`src/rtl/div_if.sv`:
```
// Request/response bundle between the EX stage and the divider.
// EX drives the operands and the start/annul controls. The divider drives
// back the packed {remainder, quotient} result and its ready flag.
interface div_if #(
    parameter int WIDTH = 32
);
    logic                 signed_i;
    logic [WIDTH-1:0]     opdata1_i;
    logic [WIDTH-1:0]     opdata2_i;
    logic                 start_i;
    logic                 annul_i;
    logic [2*WIDTH-1:0]   result_o;
    logic                 ready_o;

    modport master (
        output signed_i, opdata1_i, opdata2_i, start_i, annul_i,
        input  result_o, ready_o
    );

    modport slave (
        input  signed_i, opdata1_i, opdata2_i, start_i, annul_i,
        output result_o, ready_o
    );
endinterface

```
`src/rtl/div_unit.sv`:
```
// Multi-cycle radix-2 restoring divider for DIV/DIVU in the EX stage.
// The divider works on operand magnitudes and corrects the signs at the end.
// result_o = {remainder, quotient}, which feeds HI/LO.
// Timing of ready_o, counted from the edge that accepts start_i:
//   - nonzero divisor: ready_o rises on edge WIDTH+2.
//   - zero divisor: ready_o rises on edge 2, with result_o = 0.
// ready_o and result_o then hold until EX drops start_i.
module div_unit #(
    parameter int WIDTH = 32
) (
    input  logic  clk,
    input  logic  rst,          // asynchronous, active low
    div_if.slave  bus
);

    localparam int CW = $clog2(WIDTH) + 1;

    typedef enum logic [1:0] {
        S_FREE   = 2'b00,
        S_BYZERO = 2'b01,
        S_ON     = 2'b10,
        S_END    = 2'b11
    } state_t;

    state_t               state_q, state_d;
    logic [CW-1:0]        cnt_q, cnt_d;
    // During ON, dvd_q shifts left. It gives up one dividend bit at the top
    // each step and takes one quotient bit at the bottom, so it holds the
    // quotient once all the steps are done.
    logic [WIDTH-1:0]     dvd_q, dvd_d;
    logic [WIDTH-1:0]     dvs_q, dvs_d;
    logic [WIDTH-1:0]     rem_q, rem_d;
    logic                 qneg_q, qneg_d;
    logic                 rneg_q, rneg_d;
    logic [2*WIDTH-1:0]   result_q, result_d;
    logic                 ready_q, ready_d;

    // The compare is done one bit wider than the operands. The partial
    // remainder can reach 2*divisor-1, which overflows WIDTH bits when the
    // divisor's MSB is set (e.g. DIVU by 0x80000000).
    logic [WIDTH:0]       partial;
    logic                 fits;
    logic [WIDTH:0]       diff;
    logic                 op1_neg, op2_neg;

    // Conditional two's-complement negate. It maps 0x80000000 to itself,
    // which gives the required wrap for the most negative dividend.
    function automatic logic [WIDTH-1:0] neg_if(input logic n, input logic [WIDTH-1:0] v);
        return n ? (~v + WIDTH'(1)) : v;
    endfunction

    // One restoring step: bring down the next dividend bit, then subtract if the divisor fits.
    always_comb begin
        partial = {rem_q, dvd_q[WIDTH-1]};
        fits    = (partial >= {1'b0, dvs_q});
        diff    = partial - {1'b0, dvs_q};
        op1_neg = bus.signed_i & bus.opdata1_i[WIDTH-1];
        op2_neg = bus.signed_i & bus.opdata2_i[WIDTH-1];
    end

    // Next-state and next-datapath logic for the FREE/BYZERO/ON/END sequencer.
    always_comb begin
        // NOTE: every target gets a hold value first; a branch that forgets one would otherwise infer a latch.
        state_d  = state_q;
        cnt_d    = cnt_q;
        dvd_d    = dvd_q;
        dvs_d    = dvs_q;
        rem_d    = rem_q;
        qneg_d   = qneg_q;
        rneg_d   = rneg_q;
        result_d = result_q;
        ready_d  = ready_q;

        unique case (state_q)
            S_FREE: begin
                result_d = '0;
                ready_d  = 1'b0;
                // annul_i wins over start_i, so a flushed request is never accepted.
                if (bus.start_i && !bus.annul_i) begin
                    if (bus.opdata2_i == '0) begin
                        state_d = S_BYZERO;
                    end else begin
                        state_d = S_ON;
                        cnt_d   = '0;
                        dvd_d   = neg_if(op1_neg, bus.opdata1_i);
                        dvs_d   = neg_if(op2_neg, bus.opdata2_i);
                        rem_d   = '0;
                        qneg_d  = op1_neg ^ op2_neg;
                        rneg_d  = op1_neg;
                    end
                end
            end

            S_BYZERO: begin
                // Divide by zero is architecturally undefined on MIPS. Return zero and raise no trap.
                result_d = '0;
                ready_d  = 1'b1;
                state_d  = S_END;
            end

            S_ON: begin
                if (bus.annul_i) begin
                    // A flush abandons the operation silently; nothing reaches HI/LO.
                    state_d = S_FREE;
                    cnt_d   = '0;
                    dvd_d   = '0;
                    dvs_d   = '0;
                    rem_d   = '0;
                    qneg_d  = 1'b0;
                    rneg_d  = 1'b0;
                end else if (cnt_q == CW'(WIDTH)) begin
                    result_d = {neg_if(rneg_q, rem_q), neg_if(qneg_q, dvd_q)};
                    ready_d  = 1'b1;
                    state_d  = S_END;
                end else begin
                    rem_d = fits ? diff[WIDTH-1:0] : partial[WIDTH-1:0];
                    dvd_d = {dvd_q[WIDTH-2:0], fits};
                    cnt_d = cnt_q + CW'(1);
                end
            end

            S_END: begin
                // Hold the result while EX keeps start_i high, because the pipeline
                // may still be stalled. A flush here acts like EX releasing start_i.
                if (!bus.start_i || bus.annul_i) begin
                    state_d  = S_FREE;
                    result_d = '0;
                    ready_d  = 1'b0;
                end
            end

            default: begin
                state_d  = S_FREE;
                result_d = '0;
                ready_d  = 1'b0;
            end
        endcase
    end

    // State, work and output registers; reset clears them all, outputs included, without a clock.
    always_ff @(posedge clk or negedge rst) begin
        // NOTE: the work registers are cleared on reset as well, so the first result after
        // reset never depends on power-up values even though FREE reloads them on start.
        if (!rst) begin
            state_q  <= S_FREE;
            cnt_q    <= '0;
            dvd_q    <= '0;
            dvs_q    <= '0;
            rem_q    <= '0;
            qneg_q   <= 1'b0;
            rneg_q   <= 1'b0;
            result_q <= '0;
            ready_q  <= 1'b0;
        end else begin
            // NOTE: non-blocking assignments let every register sample the pre-edge values,
            // the same way the hardware flops do.
            state_q  <= state_d;
            cnt_q    <= cnt_d;
            dvd_q    <= dvd_d;
            dvs_q    <= dvs_d;
            rem_q    <= rem_d;
            qneg_q   <= qneg_d;
            rneg_q   <= rneg_d;
            result_q <= result_d;
            ready_q  <= ready_d;
        end
    end

    assign bus.result_o = result_q;
    assign bus.ready_o  = ready_q;

endmodule

```
`src/flat_wrapper.sv`:
```
// flat-port wrapper written by rule: the top's interface ports become plain ports
module div_unit_flat 
#(
    parameter int WIDTH = 32
)
  (clk, rst, bus_signed_i, bus_opdata1_i, bus_opdata2_i, bus_start_i, bus_annul_i, bus_result_o, bus_ready_o);
  div_if #(.WIDTH(WIDTH)) bus_i ();
  input  logic clk;
  input  logic rst;
  input wire logic [$bits(bus_i.signed_i)-1:0] bus_signed_i;
  input wire logic [$bits(bus_i.opdata1_i)-1:0] bus_opdata1_i;
  input wire logic [$bits(bus_i.opdata2_i)-1:0] bus_opdata2_i;
  input wire logic [$bits(bus_i.start_i)-1:0] bus_start_i;
  input wire logic [$bits(bus_i.annul_i)-1:0] bus_annul_i;
  output wire logic [$bits(bus_i.result_o)-1:0] bus_result_o;
  output wire logic [$bits(bus_i.ready_o)-1:0] bus_ready_o;
  assign bus_i.signed_i = bus_signed_i;
  assign bus_i.opdata1_i = bus_opdata1_i;
  assign bus_i.opdata2_i = bus_opdata2_i;
  assign bus_i.start_i = bus_start_i;
  assign bus_i.annul_i = bus_annul_i;
  assign bus_result_o = bus_i.result_o;
  assign bus_ready_o = bus_i.ready_o;
  div_unit #(.WIDTH(WIDTH)) u_core (.clk(clk), .rst(rst), .bus(bus_i));
endmodule
```
`config.mk`:
```
export PLATFORM = sky130hd
export DESIGN_NAME = div_unit_flat
export DESIGN_NICKNAME = d
export VERILOG_FILES = /design/src/rtl/div_if.sv /design/src/rtl/div_unit.sv /design/src/flat_wrapper.sv
export SDC_FILE = /design/constraint.sdc
export NUM_CORES = 1
export LEC_CHECK = 0
export ABC_CLOCK_PERIOD_IN_PS = 9300
export BUFFER_PORTS_ARGS = -buffer_cell sky130_fd_sc_hd__clkbuf_2
export CAP_MARGIN = 20
export CORE_ASPECT_RATIO = 0.6
export CORE_MARGIN = 8
export CORE_UTILIZATION = 45
export CTS_BUF_LIST = sky130_fd_sc_hd__clkbuf_8
export DETAILED_ROUTE_END_ITERATION = 8
export PLACE_DENSITY = 0.68
export SETUP_SLACK_MARGIN = 0.05
export SYNTH_ARGS = -nofsm -noshare
export SYNTH_HDL_FRONTEND = slang
export SYNTH_SLANG_ARGS = --single-unit
```
`constraint.sdc`:
```
create_clock -name clk -period 9.3 [get_ports clk]
set_clock_uncertainty 0.05 [all_clocks]
set_input_delay 1.86 -clock clk [delete_from_list [all_inputs] [get_ports clk]]
set_output_delay 1.86 -clock clk [all_outputs]
set_load 0.02 [all_outputs]
```
=== Word level (Yosys, flattened, before mapping) ===
Index checks and enable logic that the tools add are counted.

* Add/sub/neg operators: 6
* Reduce and logical (&&, ||, !) cells: 12
* Muxes and demuxes: 45
* Order comparisons: 1
* Eq/ne operators: 12
* Bitwise gates (word level): 7

{| class="wikitable"
|+ Operators by type and width
! cell !! count
|-
| 32-bit two-way mux || 16
|-
| 64-bit two-way mux || 3
|-
| 32-bit one-hot mux with 2 select lines || 3
|-
| 64-bit one-hot mux with 3 select lines || 1
|-
| 32-bit by 1-bit adder with 32-bit output, second input constant || 4
|-
| 32-bit inverter || 4
|-
| 33-bit by 32-bit greater-or-equal comparator with 1-bit output || 1
|-
| 32-bit logical NOT || 1
|-
| 32-bit subtractor || 1
|-
| 6-bit two-way mux || 4
|-
| 6-bit one-hot mux with 2 select lines || 1
|-
| 2-bit two-way mux || 5
|-
| 1-bit two-way mux || 8
|-
| 2-bit one-hot mux with 4 select lines || 1
|-
| 4-bit AND reduction || 2
|-
| 6-bit by 1-bit adder with 6-bit output, second input constant || 1
|-
| 6-bit equality test, second input constant || 1
|-
| 2-bit by 1-bit != test with 1-bit output, second input constant || 3
|-
| 2-bit != test, second input constant || 3
|-
| 3-bit AND reduction || 2
|-
| 2-bit equality test, second input constant || 2
|-
| 1-bit one-hot mux with 2 select lines || 2
|-
| 1-bit one-hot mux with 4 select lines || 1
|-
| 3-bit by 2-bit != test with 1-bit output, second input constant || 1
|-
| 10 further kinds || 12
|}

* Input port bits: 69
* Output and inout port bits: 65
* Register bits after elaboration: 171
* Logic and storage cells: 92

=== Longest topological paths before layout ===
Gate-level depths: netlist of run 1.

* Word-level depth: 6
* Depth in mapped cells: 13
* Depth with buffers taken out: 13

=== Least setup slack after synthesis of run 1 ===
No wires, ideal clock.

* Path kind: input to register
* Start: input port bus_opdata2_i[21]
* End: register u_core.rem_q[19]
* Data arrival time: 4.029 ns
* Cell stages on the path: 11
* Library setup time: 0.074 ns
* Buffers on the path: 3
* Required time: 9.176 ns
* Path slack: 5.147 ns
* Path through: or4_4 nor4_4 nand2b_2 or4_4 o31ai_4 a22o_1 buf_6 buf_12 buf_8 nand2_1 o21ai_2

* Word-level cells in the longest chain between the ends: 3

{| class="wikitable"
|+ RTL lines
! item !! line !! source
|-
| from (decl) || flat_wrapper.sv:12 || <nowiki>input wire logic [$bits(bus_i.opdata2_i)-1:0] bus_opdata2_i;</nowiki>
|-
| 32-bit logical NOT || div_unit.sv:80 || <nowiki>if (bus.opdata2_i == '0) begin</nowiki>
|-
| 2-bit != test (no source line) || n/a ||
|-
| 4-bit AND reduction (no source line) || n/a ||
|-
| to (signal assigned) || div_unit.sv:161 || <nowiki>rem_q <= rem_d;</nowiki>
|-
| to (decl) || div_unit.sv:32 || <nowiki>logic [WIDTH-1:0] rem_q, rem_d;</nowiki>
|}

No other way between the ends.
A chain may end at the register's enable or synchronous reset.

=== Final worst setup path of run 1 ===
* Start: input port bus_opdata2_i[2]
* End: register u_core.dvs_q[3]

* Word-level cells in the longest chain between the ends: 6
* Elaborated cells on any way between the ends: 9
* Those cells by class: 1 x add/sub; 1 x eq/ne; 4 x mux; 1 x bitwise; 2 x reduce/logical

{| class="wikitable"
|+ RTL lines
! item !! line !! source
|-
| 32-bit inverter || div_unit.sv:49 || <nowiki>return n ? (~v + WIDTH'(1)) : v;</nowiki>
|-
| 32-bit by 1-bit adder with 32-bit output || div_unit.sv:49 ||
|-
| 32-bit two-way mux || div_unit.sv:49 ||
|-
| 32-bit two-way mux || div_unit.sv:80 ||
|-
| 32-bit two-way mux || div_unit.sv:79 || <nowiki>if (bus.start_i && !bus.annul_i) begin</nowiki>
|-
| 32-bit one-hot mux with 2 select lines || div_unit.sv:74 || <nowiki>unique case (state_q)</nowiki>
|-
| to (signal assigned) || div_unit.sv:160 || <nowiki>dvs_q <= dvs_d;</nowiki>
|-
| to (decl) || div_unit.sv:31 || <nowiki>logic [WIDTH-1:0] dvs_q, dvs_d;</nowiki>
|}

Several ways; a longest one is shown, not always the timed one. The select of a mux whose other input is x is not followed.

==> qor.csv, run 1 <==
stage,metric,value,unit
global_route,"Remaining Overflow, GRT",0,
flow_run,Max Cap Viol,0,
finish,Inserted Diodes,0,
finish,final net count,1522,
yosys,"Top FF cell, synth",dfrtp_1,
detailed_routing,Met1 Routed Length,18.4,mm
finish,Final Util,51.0,%
yosys,largest area contributor in the netlist,dfrtp_1,
sta,setup tns final,0,ns
clocking,CTS tree,yes,
die,IO Pins,134,
detailed_routing,met3 WL post-DR,2.65,mm
placement,port bufs,133,
hold_path,worst min-delay path class,register to register,
sta,Worst slew margin,32.2,%
sta,"Slew Viols, Final",0,
placement,hpwl dp,25.7,mm
sta,actual slew at the worst max-slew pin,1.01,ns
clocking,"Hold-fix buffers, CTS",0,
critical_path,CP Capture Type,register,
die,Die W,224,um
critical_path,critical path class,primary input to register,
clocking,CTS Buffer Depth,2,
finish,Syn-to-layout area delta,10.7,%
clocking,post-CTS setup buffers,0,
yosys,Ys Warns,0,
power_and_ir_drop,Switching Fraction,52.0,%
critical_path,CP required,9.62,ns
power_and_ir_drop,Logic pwr share,68.9,%
finish,most frequent cells in the layout,"nand2_1 (189), dfrtp_1 (171), o21ai_0 (154)",
die,Die Ht,141,um
power_and_ir_drop,leakage power,5.83,nW
global_route,vias in the first global route,9332,
power_and_ir_drop,NetSw,0.00300,W
global_route,initial antenna violation count,0,
sta,f_max,202,MHz
clocking,Worst-path clk slew,0.09,ns
yosys,sequential share of the synthesized area,36.5,%
clocking,Clock H-tree levels,4,
yosys,"EDFF count, synth",0,
clocking,Root Driver,clkbuf_8,
detailed_routing,Starting DRT DRC Count,911,
detailed_routing,total number of vias,10057,
critical_path,"Max FO, Critical Path",35,
clocking,CTS Buf Count,17,
power_and_ir_drop,Final Total Pwr,0.00577,W
yosys,Area contributors post-synth,"dfrtp_1 (36%), o21ai_0 (6.6%), xor2_1 (6.2%)",
sta,Final Hold Fails,0,
global_route,first-pass GRT wire length,53.5,mm
power_and_ir_drop,peak supply drop,0.435,mV
sta,RSZ-0062 raised after global routing,no,
yosys,"Avg Cell Area, Syn",8.92,um2
detailed_routing,WL per Instance,19.0,um
detailed_routing,DR DRC count,0,
detailed_routing,vias per inst,5.67,
clocking,Clock Latency Late Sink,0.48,ns
critical_path,Critical Path AT,5.27,ns
detailed_routing,met2 wire len,12.4,mm
finish,"commonest non-fill, non-tap cell in the layout",nand2_1,
die,die area,31600,um2
global_route,gr usage total,21.1,%
clocking,post_cts resized,0,
die,core box area,25400,um2
yosys,Synth Cell Area,11700,um2
die,Starting Density,46.1,%
power_and_ir_drop,Int Power,0.00277,W
detailed_routing,final wirelength,33.8,mm
detailed_routing,DR pass1 iterations,5,
sta,minimum clock period,4.95,ns
yosys,Netlist cell types,79,
sta,Setup Viol. Count Final,0,
global_route,largest net degree at the start of global routing,103,
power_and_ir_drop,PwrDens,444,nW/um2
power_and_ir_drop,share of power burned in registers,21.8,%
sta,Final Cycle Share,53.2,%
yosys,Yosys top cell area share,36.5,%
finish,share of cells above drive strength 1,17.4,%
placement,Placer Congestion,0.944,
yosys,cells after synthesis,1314,
detailed_routing,max layer used,met4,
yosys,Seq cells post-synth,171,
yosys,Mapped Nets,1427,
die,Core Rows,45,
power_and_ir_drop,Clock power frac,9.3,%
outcome,run status,completed,
yosys,asr flop ratio synth,100,%
detailed_routing,ANT nets after route,0,
clocking,Sink Count,171,
critical_path,Worst Setup Start Kind,primary input,
==> cells in the mapped netlist, types with 12 or more instances <==
master    count
nand2_1     190
dfrtp_1     171
o21ai_0     154
xor2_1       83
xnor2_1      67
inv_1        61
a21oi_1      58
nor2_1       51
ha_1         43
clkbuf_1     41
mux2i_1      35
o22ai_2      26
a21o_1       24
o31ai_1      24
a22oi_1      23
nor3_1       20
o21ai_2      19
nand3_1      16
nand2b_1     15
a31oi_1      12
o41ai_1      12
or3_1        12
==> logic make-up after synthesis <==
group                    Yosys count  share of synthesized area [%]
AO/OA/AOI/OAI                    408                           23.6
AND/OR/NAND/NOR                  376                           15.6
multiplexers                      36                           3.08
buffers and inverters            129                           5.26
flip-flops                       171                           36.5
adder cells (fa/ha/maj)           44                           4.76
XOR/XNOR                         150                           11.2
==> cell type report <==
type / instances / area [um2]
timing repair buffer: 144 / 787
clock inverter: 14 / 145
tap: 352 / 440
sequential: 171 / 4280
inverter: 61 / 229
fill: 2444 / 12500
multi-input combinational: 1014 / 6860
clock buffer: 18 / 248
==> worst max-delay path, stage by stage <==
cell and delay, ns:
clkbuf_2 0.12, or3_1 0.37, nor3b_1 0.44, nand4_1 0.46, o31ai_4 0.40, or2_2 0.84
o21ai_4 0.32, buf_12 0.27, o22ai_1 0.16
==> final timing paths <==
kind / cells past startpoint / from / slack, ns / endpoint
max: 9 / bus_opdata2_i[2] / 4.35 / u_core.dvs_q[3]
min: 2 / u_core.bus.result_o[50] / 0.43 / u_core.bus.result_o[50]
max reg2reg: 11 / u_core.rem_q[7] / 5.28 / u_core.rem_q[0]
min reg2reg: 2 / u_core.bus.result_o[50] / 0.43 / u_core.bus.result_o[50]
max in group asynchronous: 2 / rst / 6.28 / u_core.bus.result_o[2]
min in group asynchronous: 1 / rst / 1.44 / u_core.dvs_q[3]
==> metal layers <==
metal | vias up | global-route usage, %
li1 | 4893 | -
met1 | 4794 | 35.3
met5 | - | 0
met4 | 0 | 3.64
met3 | 21 | 4.95
met2 | 349 | 26.1
==> power groups by stage <==
stage	sequential, W	combinational [W]	clock [W]
global placement	0.00126	0.00383	0
finish	0.00126	0.00398	0.000538
CTS	0.00126	0.00389	0.000553
global route	0.00128	0.00436	0.000583
detailed placement	0.00127	0.00387	0
floorplan	0.00113	0.00318	0
==> sequential cells by signal, summed over array words and instances, names as in the netlist <==
register             cells
u_core.dvd_q            32
u_core.dvs_q            32
u_core.qneg_q            1
u_core.bus.result_o     64
u_core.rem_q            32
u_core.rneg_q            1
u_core.bus.ready_o       1
u_core.cnt_q             6
u_core.state_q           2
==> through the flow <==
step | hold slack (ns) | std cells | area, um2 | setup WS, ns
floorplan | 0.400 | 1314 | 11700 | 5.15
global placement | 0.413 | 1740 | 12500 | 3.88
detailed placement | 0.420 | 1741 | 12600 | 3.92
CTS | 0.441 | 1773 | 13000 | 4.40
global route | 0.455 | 1774 | 13000 | 4.10
finish | 0.433 | 1774 | 13000 | 4.35
(Power assumes the default switching activity.)
==> run 2: changes to the inputs <==
--- a/config.mk
+++ b/config.mk
@@ -5,7 +5,7 @@
 export SDC_FILE = /design/constraint.sdc
 export NUM_CORES = 1
 export LEC_CHECK = 0
-export ABC_CLOCK_PERIOD_IN_PS = 9300
+export ABC_CLOCK_PERIOD_IN_PS = 5000
 export BUFFER_PORTS_ARGS = -buffer_cell sky130_fd_sc_hd__clkbuf_2
 export CAP_MARGIN = 20
 export CORE_ASPECT_RATIO = 0.6
==> constraint.sdc (replaced) <==
create_clock -name clk -period 5 [get_ports clk]
set_clock_uncertainty 0.05 [all_clocks]
set_input_delay 1 -clock clk [delete_from_list [all_inputs] [get_ports clk]]
set_output_delay 1 -clock clk [all_outputs]
set_load 0.02 [all_outputs]
==> qor.csv, run 2 (synthesis gave the netlist of run 1 again) <==
stage,metric,value,unit,change
flow_run,Max Cap Viol,0,,unchanged
detailed_routing,WL per Instance,18.7,um,was 19.0 um
clocking,CTS Buffer Depth,2,,unchanged
sta,hold_ws,0.433,ns,about the same
global_route,first-pass GRT wire length,53.3,mm,was 53.5 mm
sta,Setup Viol. Count Final,0,,unchanged
die,Starting Density,46.1,%,unchanged
placement,port bufs,133,,unchanged
clocking,Clock Latency Late Sink,0.47,ns,was 0.48 ns
critical_path,Critical Path AT,4.40,ns,was 5.27 ns
sta,Final Hold Fails,0,,unchanged
global_route,largest net degree at the start of global routing,98,,was 103
detailed_routing,Starting DRT DRC Count,904,,was 911
die,Die Ht,141,um,unchanged
die,IO Pins,134,,unchanged
placement,Placer Congestion,0.961,,was 0.944
global_route,initial antenna violation count,0,,unchanged
finish,Syn-to-layout area delta,11.2,%,was 10.7%
detailed_routing,ANT nets after route,0,,unchanged
sta,Worst slew margin,31.0,%,was 32.2%
power_and_ir_drop,leakage power,5.86,nW,was 5.83 nW
sta,f_max,244,MHz,
finish,Final Util,51.2,%,was 51.0%
critical_path,Worst Setup Start Kind,register,,was primary input
die,Core Rows,45,,unchanged
critical_path,crit path from,u_core.rem_q[7],,was bus_opdata2_i[2]
critical_path,critical path class,register to register,,was primary input to register
placement,hpwl dp,25.8,mm,was 25.7 mm
die,Die W,224,um,unchanged
die,core box area,25400,um2,unchanged
clocking,Root Driver,clkbuf_8,,unchanged
clocking,Clock H-tree levels,4,,unchanged
critical_path,reg2reg path depth,11,,unchanged
finish,most frequent cells in the layout,"nand2_1 (189), dfrtp_1 (171), o21ai_0 (154)",,unchanged
detailed_routing,DR DRC count,0,,unchanged
critical_path,RR Startpoint,u_core.rem_q[7],,unchanged
finish,share of cells above drive strength 1,17.4,%,about the same
clocking,Worst-path clk slew,0.09,ns,about the same
critical_path,CP Capture Type,register,,unchanged
critical_path,CP required,5.30,ns,was 9.62 ns
detailed_routing,DR pass1 iterations,5,,unchanged
critical_path,"Max FO, Critical Path",19,,was 35
finish,Inserted Diodes,0,,unchanged
clocking,post_cts resized,0,,unchanged
power_and_ir_drop,PwrDens,828,nW/um2,was 444 nW/um2
sta,RSZ-0062 raised after global routing,no,,unchanged
clocking,Sink Count,171,,unchanged
finish,max reg flops,64,,unchanged
clocking,post-CTS setup buffers,0,,unchanged
sta,actual slew at the worst max-slew pin,1.03,ns,was 1.01 ns
finish,final net count,1525,,was 1522
sta,setup tns final,0,ns,unchanged
clocking,CTS tree,yes,,unchanged
outcome,run status,completed,,unchanged
sta,Final Cycle Share,81.9,%,
global_route,vias in the first global route,9315,,was 9332
detailed_routing,total number of vias,10015,,was 10057
finish,"commonest non-fill, non-tap cell in the layout",nand2_1,,unchanged
global_route,gr usage total,21.0,%,was 21.1%
power_and_ir_drop,peak supply drop,0.466,mV,was 0.435 mV
hold_path,worst min-delay path class,register to register,,unchanged
global_route,"Remaining Overflow, GRT",0,,unchanged
sta,minimum clock period,4.09,ns,
sta,"Slew Viols, Final",0,,unchanged
detailed_routing,final wirelength,33.3,mm,was 33.8 mm
clocking,CTS Buf Count,17,,unchanged
critical_path,CP Capture Point,u_core.rem_q[17],,was u_core.dvs_q[3]
critical_path,Worst R2R Setup Slack,0.91,ns,was 5.28 ns
die,die area,31600,um2,unchanged
detailed_routing,vias per inst,5.64,,was 5.67
critical_path,RR Endpoint,u_core.rem_q[17],,was u_core.rem_q[0]
clocking,"Hold-fix buffers, CTS",0,,unchanged
==> run 2: cell types whose count changed in the layout (fill, tap and decap cells not counted) <==
cell,delta
clkinv_4,-2
inv_6,+2
inv_8,-2
clkbuf_8,+2
bufinv_16,+1
clkinv_2,-3
buf_4,+3
inv_1,+2
==> run 2: report_power, final <==
part           leakage, nW  switching (W)  internal (W)
Clock                0.224       0.000523      0.000532
Sequential            2.31       0.000595       0.00174
Combinational         3.33        0.00442       0.00298
Total                 5.86        0.00554       0.00526
==> run 2: per-stage QoR <==
step / worst slack [ns] / power [W] / cell area (um2) / std cells
2_1_floorplan: 1.71 / 0.00800 / 11700 / 1314
3_3_place_gp: 0.975 / 0.00950 / 12600 / 1744
3_5_place_dp: 0.901 / 0.00958 / 12600 / 1744
4_1_cts: 1.01 / 0.0107 / 13000 / 1776
5_1_grt: 0.705 / 0.0117 / 13000 / 1777
6_report: 0.906 / 0.0108 / 13000 / 1777
==> run 2: critical path, cell delays in order, from the launching register on <==
cell and delay (ns):
dfrtp_1 0.50, ha_1 0.43, nand2_1 0.09, o211a_1 0.22, nor3_1 0.43, nor3_1 0.17
o31ai_2 0.36, a311oi_1 0.35, o31ai_4 0.57, buf_4 0.43, mux2i_1 0.29, o21ai_2 0.07
==> run 2: how the worst min path moves through the flow <==
stage          cells after the start               startpoint                 endpoint  slack (ns)
6_report                           2  u_core.bus.result_o[17]  u_core.bus.result_o[17]        0.43
5_1_grt                            2  u_core.bus.result_o[17]  u_core.bus.result_o[17]        0.46
4_1_cts                            2  u_core.bus.result_o[17]  u_core.bus.result_o[17]        0.44
3_5_place_dp                       2  u_core.bus.result_o[38]  u_core.bus.result_o[38]        0.42
3_3_place_gp                       2  u_core.bus.result_o[59]  u_core.bus.result_o[59]        0.41
2_1_floorplan                      2         u_core.dvd_q[31]         u_core.dvd_q[31]        0.40
==> run 2: area by class of cell <==
class | count | area, um2
Clock inverter | 12 | 145
Tap cell | 352 | 440
Inverter | 61 | 229
Timing Repair Buffer | 147 | 810
Fill cell | 2447 | 12400
Multi-Input combinational cell | 1014 | 6860
Sequential cell | 171 | 4280
Clock buffer | 20 | 275
==> run 2: metal layers <==
layer | routed length (um) | up-vias | track usage (%) | share of wire, %
li1 | - | 4880 | - | -
met1 | 18400 | 4785 | 35.1 | 55
met2 | 12200 | 339 | 25.8 | 37
met3 | 2590 | 11 | 4.93 | 7.8
met4 | 180 | 0 | 3.70 | 0.54
met5 | 0 | - | 0 | 0
==> run 3: changes to the inputs <==
--- a/config.mk
+++ b/config.mk
@@ -5,7 +5,7 @@
 export SDC_FILE = /design/constraint.sdc
 export NUM_CORES = 1
 export LEC_CHECK = 0
-export ABC_CLOCK_PERIOD_IN_PS = 5000
+export ABC_CLOCK_PERIOD_IN_PS = 3400
 export BUFFER_PORTS_ARGS = -buffer_cell sky130_fd_sc_hd__clkbuf_2
 export CAP_MARGIN = 20
 export CORE_ASPECT_RATIO = 0.6
@@ -13,7 +13,7 @@
 export CORE_UTILIZATION = 45
 export CTS_BUF_LIST = sky130_fd_sc_hd__clkbuf_8
 export DETAILED_ROUTE_END_ITERATION = 8
-export PLACE_DENSITY = 0.68
+export PLACE_DENSITY = 0.71
 export SETUP_SLACK_MARGIN = 0.05
 export SYNTH_ARGS = -nofsm -noshare
 export SYNTH_HDL_FRONTEND = slang
==> constraint.sdc (replaced) <==
create_clock -name clk -period 3.4 [get_ports clk]
set_clock_uncertainty 0.05 [all_clocks]
set_input_delay 0.68 -clock clk [delete_from_list [all_inputs] [get_ports clk]]
set_output_delay 0.68 -clock clk [all_outputs]
set_load 0.02 [all_outputs]
==> qor.csv, run 3 (synthesis gave the netlist of run 1 again) <==
stage,metric,value,unit,change
outcome,run status,completed,,unchanged
detailed_routing,total number of vias,10450,,was 10015
die,core box area,25400,um2,unchanged
finish,most frequent cells in the layout,"nand2_1 (189), dfrtp_1 (171), o21ai_0 (154)",,unchanged
critical_path,CP required,3.72,ns,was 5.30 ns
power_and_ir_drop,Switching Fraction,49.8,%,was 51.3%
finish,final net count,1578,,was 1525
detailed_routing,ANT nets after route,0,,unchanged
sta,actual slew at the worst max-slew pin,0.787,ns,was 1.03 ns
global_route,initial antenna violation count,2,,was 0
critical_path,reg2reg path depth,14,,was 11
die,Core Rows,45,,unchanged
clocking,CTS Buf Count,17,,unchanged
clocking,"Hold-fix buffers, CTS",0,,unchanged
detailed_routing,vias per inst,5.71,,was 5.64
sta,Final Cycle Share,95.8,%,was 81.9%
sta,f_max,307,MHz,was 244 MHz
flow_run,Max Cap Viol,0,,unchanged
power_and_ir_drop,Int Power,0.00880,W,was 0.00526 W
finish,Multi-input gate area,6950,um2,was 6860 um2
hold_path,worst min-delay path class,primary input to asynchronous set/reset pin,,was register to register
finish,Syn-to-layout area delta,16.4,%,was 11.2%
global_route,largest net degree at the start of global routing,79,,was 98
sta,RSZ-0062 raised after global routing,no,,unchanged
placement,setup slack at placement,0.0552,ns,was 0.901 ns
power_and_ir_drop,Logic pwr share,73.2,%,was 68.6%
clocking,Clock H-tree levels,4,,unchanged
finish,max reg flops,64,,unchanged
finish,# fillers,2394,,was 2447
sta,Final Hold Fails,0,,unchanged
power_and_ir_drop,share of power burned in registers,18.6,%,was 21.6%
power_and_ir_drop,PwrDens,1290,nW/um2,was 828 nW/um2
critical_path,critical path class,register to register,,unchanged
clocking,CTS Buffer Depth,2,,unchanged
sta,setup tns final,0,ns,unchanged
clocking,Worst-path clk slew,0.09,ns,about the same
die,IO Pins,134,,unchanged
critical_path,RR Startpoint,u_core.dvs_q[6],,was u_core.rem_q[7]
global_route,vias in the first global route,9920,,was 9315
critical_path,Worst Setup Start Kind,register,,unchanged
global_route,first-pass GRT wire length,55.3,mm,was 53.3 mm
die,die area,31600,um2,unchanged
die,Die W,224,um,unchanged
die,Starting Density,46.1,%,unchanged
critical_path,Critical Path AT,3.58,ns,was 4.40 ns
finish,"commonest non-fill, non-tap cell in the layout",nand2_1,,unchanged
die,Die Ht,141,um,unchanged
critical_path,CP Capture Type,register,,unchanged
detailed_routing,WL per Instance,19.2,um,was 18.7 um
critical_path,"Max FO, Critical Path",11,,was 19
power_and_ir_drop,leakage power,6.18,nW,was 5.86 nW
sta,Worst slew margin,47.5,%,was 31.0%
clocking,Sink Count,171,,unchanged
placement,Placer Congestion,0.956,,was 0.961
critical_path,crit path from,u_core.dvs_q[6],,was u_core.rem_q[7]
detailed_routing,DR pass1 iterations,6,,was 5
placement,hpwl dp,27.2,mm,was 25.8 mm
critical_path,CP Capture Point,u_core.rem_q[7],,was u_core.rem_q[17]
placement,Post-DP Area,13100,um2,was 12600 um2
power_and_ir_drop,NetSw,0.00874,W,was 0.00554 W
sta,"Slew Viols, Final",0,,unchanged
clocking,Root Driver,clkbuf_8,,unchanged
critical_path,RR Endpoint,u_core.rem_q[7],,was u_core.rem_q[17]
clocking,Clock Latency Late Sink,0.49,ns,was 0.47 ns
detailed_routing,final wirelength,35.1,mm,was 33.3 mm
placement,port bufs,133,,unchanged
finish,share of cells above drive strength 1,21.2,%,was 17.4%
global_route,"Remaining Overflow, GRT",0,,unchanged
finish,register area,4280,um2,unchanged
detailed_routing,Starting DRT DRC Count,900,,was 904
critical_path,Worst R2R Setup Slack,0.14,ns,was 0.91 ns
global_route,gr usage total,22.0,%,was 21.0%
clocking,CTS tree,yes,,unchanged
power_and_ir_drop,peak supply drop,0.691,mV,was 0.466 mV
detailed_routing,DR DRC count,0,,unchanged
sta,Setup Viol. Count Final,0,,unchanged
sta,Final WS setup,0.144,ns,was 0.906 ns
finish,final instance area,13700,um2,was 13000 um2
sta,minimum clock period,3.26,ns,was 4.09 ns
power_and_ir_drop,Clock power frac,8.2,%,was 9.8%
-- run 3: worst min-delay path by stage --
stage / start / to / depth (start not counted)
4_1_cts: rst / u_core.dvd_q[9] / 1
5_1_grt: rst / u_core.bus.ready_o / 1
3_5_place_dp: u_core.bus.result_o[11] / u_core.bus.result_o[11] / 2
3_3_place_gp: u_core.bus.result_o[21] / u_core.bus.result_o[21] / 2
2_1_floorplan: rst / u_core.bus.ready_o / 0
6_report: rst / u_core.bus.ready_o / 1
-- run 3: repair_timing --
action | CTS | global route
endpoints found under the setup margin | 0 | 33
gates resized for setup | 0 | 14
setup buffers | 0 | 2
endpoints found under the hold margin | 0 | 0
-- run 3: per-layer routing --
| layer | global-route usage, % | routed length [um] | vias up |
|---|---|---|---|
| li1 | - | - | 4989 |
| met5 | 0 | 23 | - |
| met3 | 6.96 | 3480 | 22 |
| met1 | 34.3 | 17900 | 5040 |
| met4 | 4.22 | 251 | 4 |
| met2 | 28.6 | 13400 | 395 |
-- run 3: worst max-delay path, cell delays in order, from the launching register on --
cell and delay [ns]:
dfrtp_1 0.33, inv_1 0.11, ha_4 0.32, a21oi_1 0.08
o211a_1 0.23, nor3_1 0.30, nor3_2 0.10, o31ai_2 0.38
a311oi_1 0.15, buf_4 0.19, o31ai_4 0.22, buf_12 0.16
buf_12 0.15, mux2i_2 0.27, o21ai_0 0.10
-- run 3: area by class of cell --
class	count	area share [%]
multi-input combinational	1014	50.9
sequential	171	31.3
timing repair buffer	200	10.0
tap	352	3.23
clock buffer	19	1.92
inverter	61	1.68
clock inverter	13	0.871
antenna	1	0.0183
-- run 3: power by group through the flow --
stage | logic (W) | clock network [W] | registers (W)
CTS | 0.0119 | 0.00148 | 0.00326
floorplan | 0.00868 | 0 | 0.00308
detailed placement | 0.0119 | 0 | 0.00330
global placement | 0.0116 | 0 | 0.00328
global route | 0.0141 | 0.00156 | 0.00332
finish | 0.0128 | 0.00144 | 0.00326
-- run 3: metrics by stage --
stage	hold slack, ns	cells	power, W	util (%)
2_1_floorplan	0.334	1314	0.0118	-
3_3_place_gp	0.411	1793	0.0149	51.3
3_5_place_dp	0.423	1794	0.0152	51.5
4_1_cts	0.195	1826	0.0167	52.9
5_1_grt	0.222	1830	0.0189	53.6
6_report	0.185	1831	0.0175	53.6
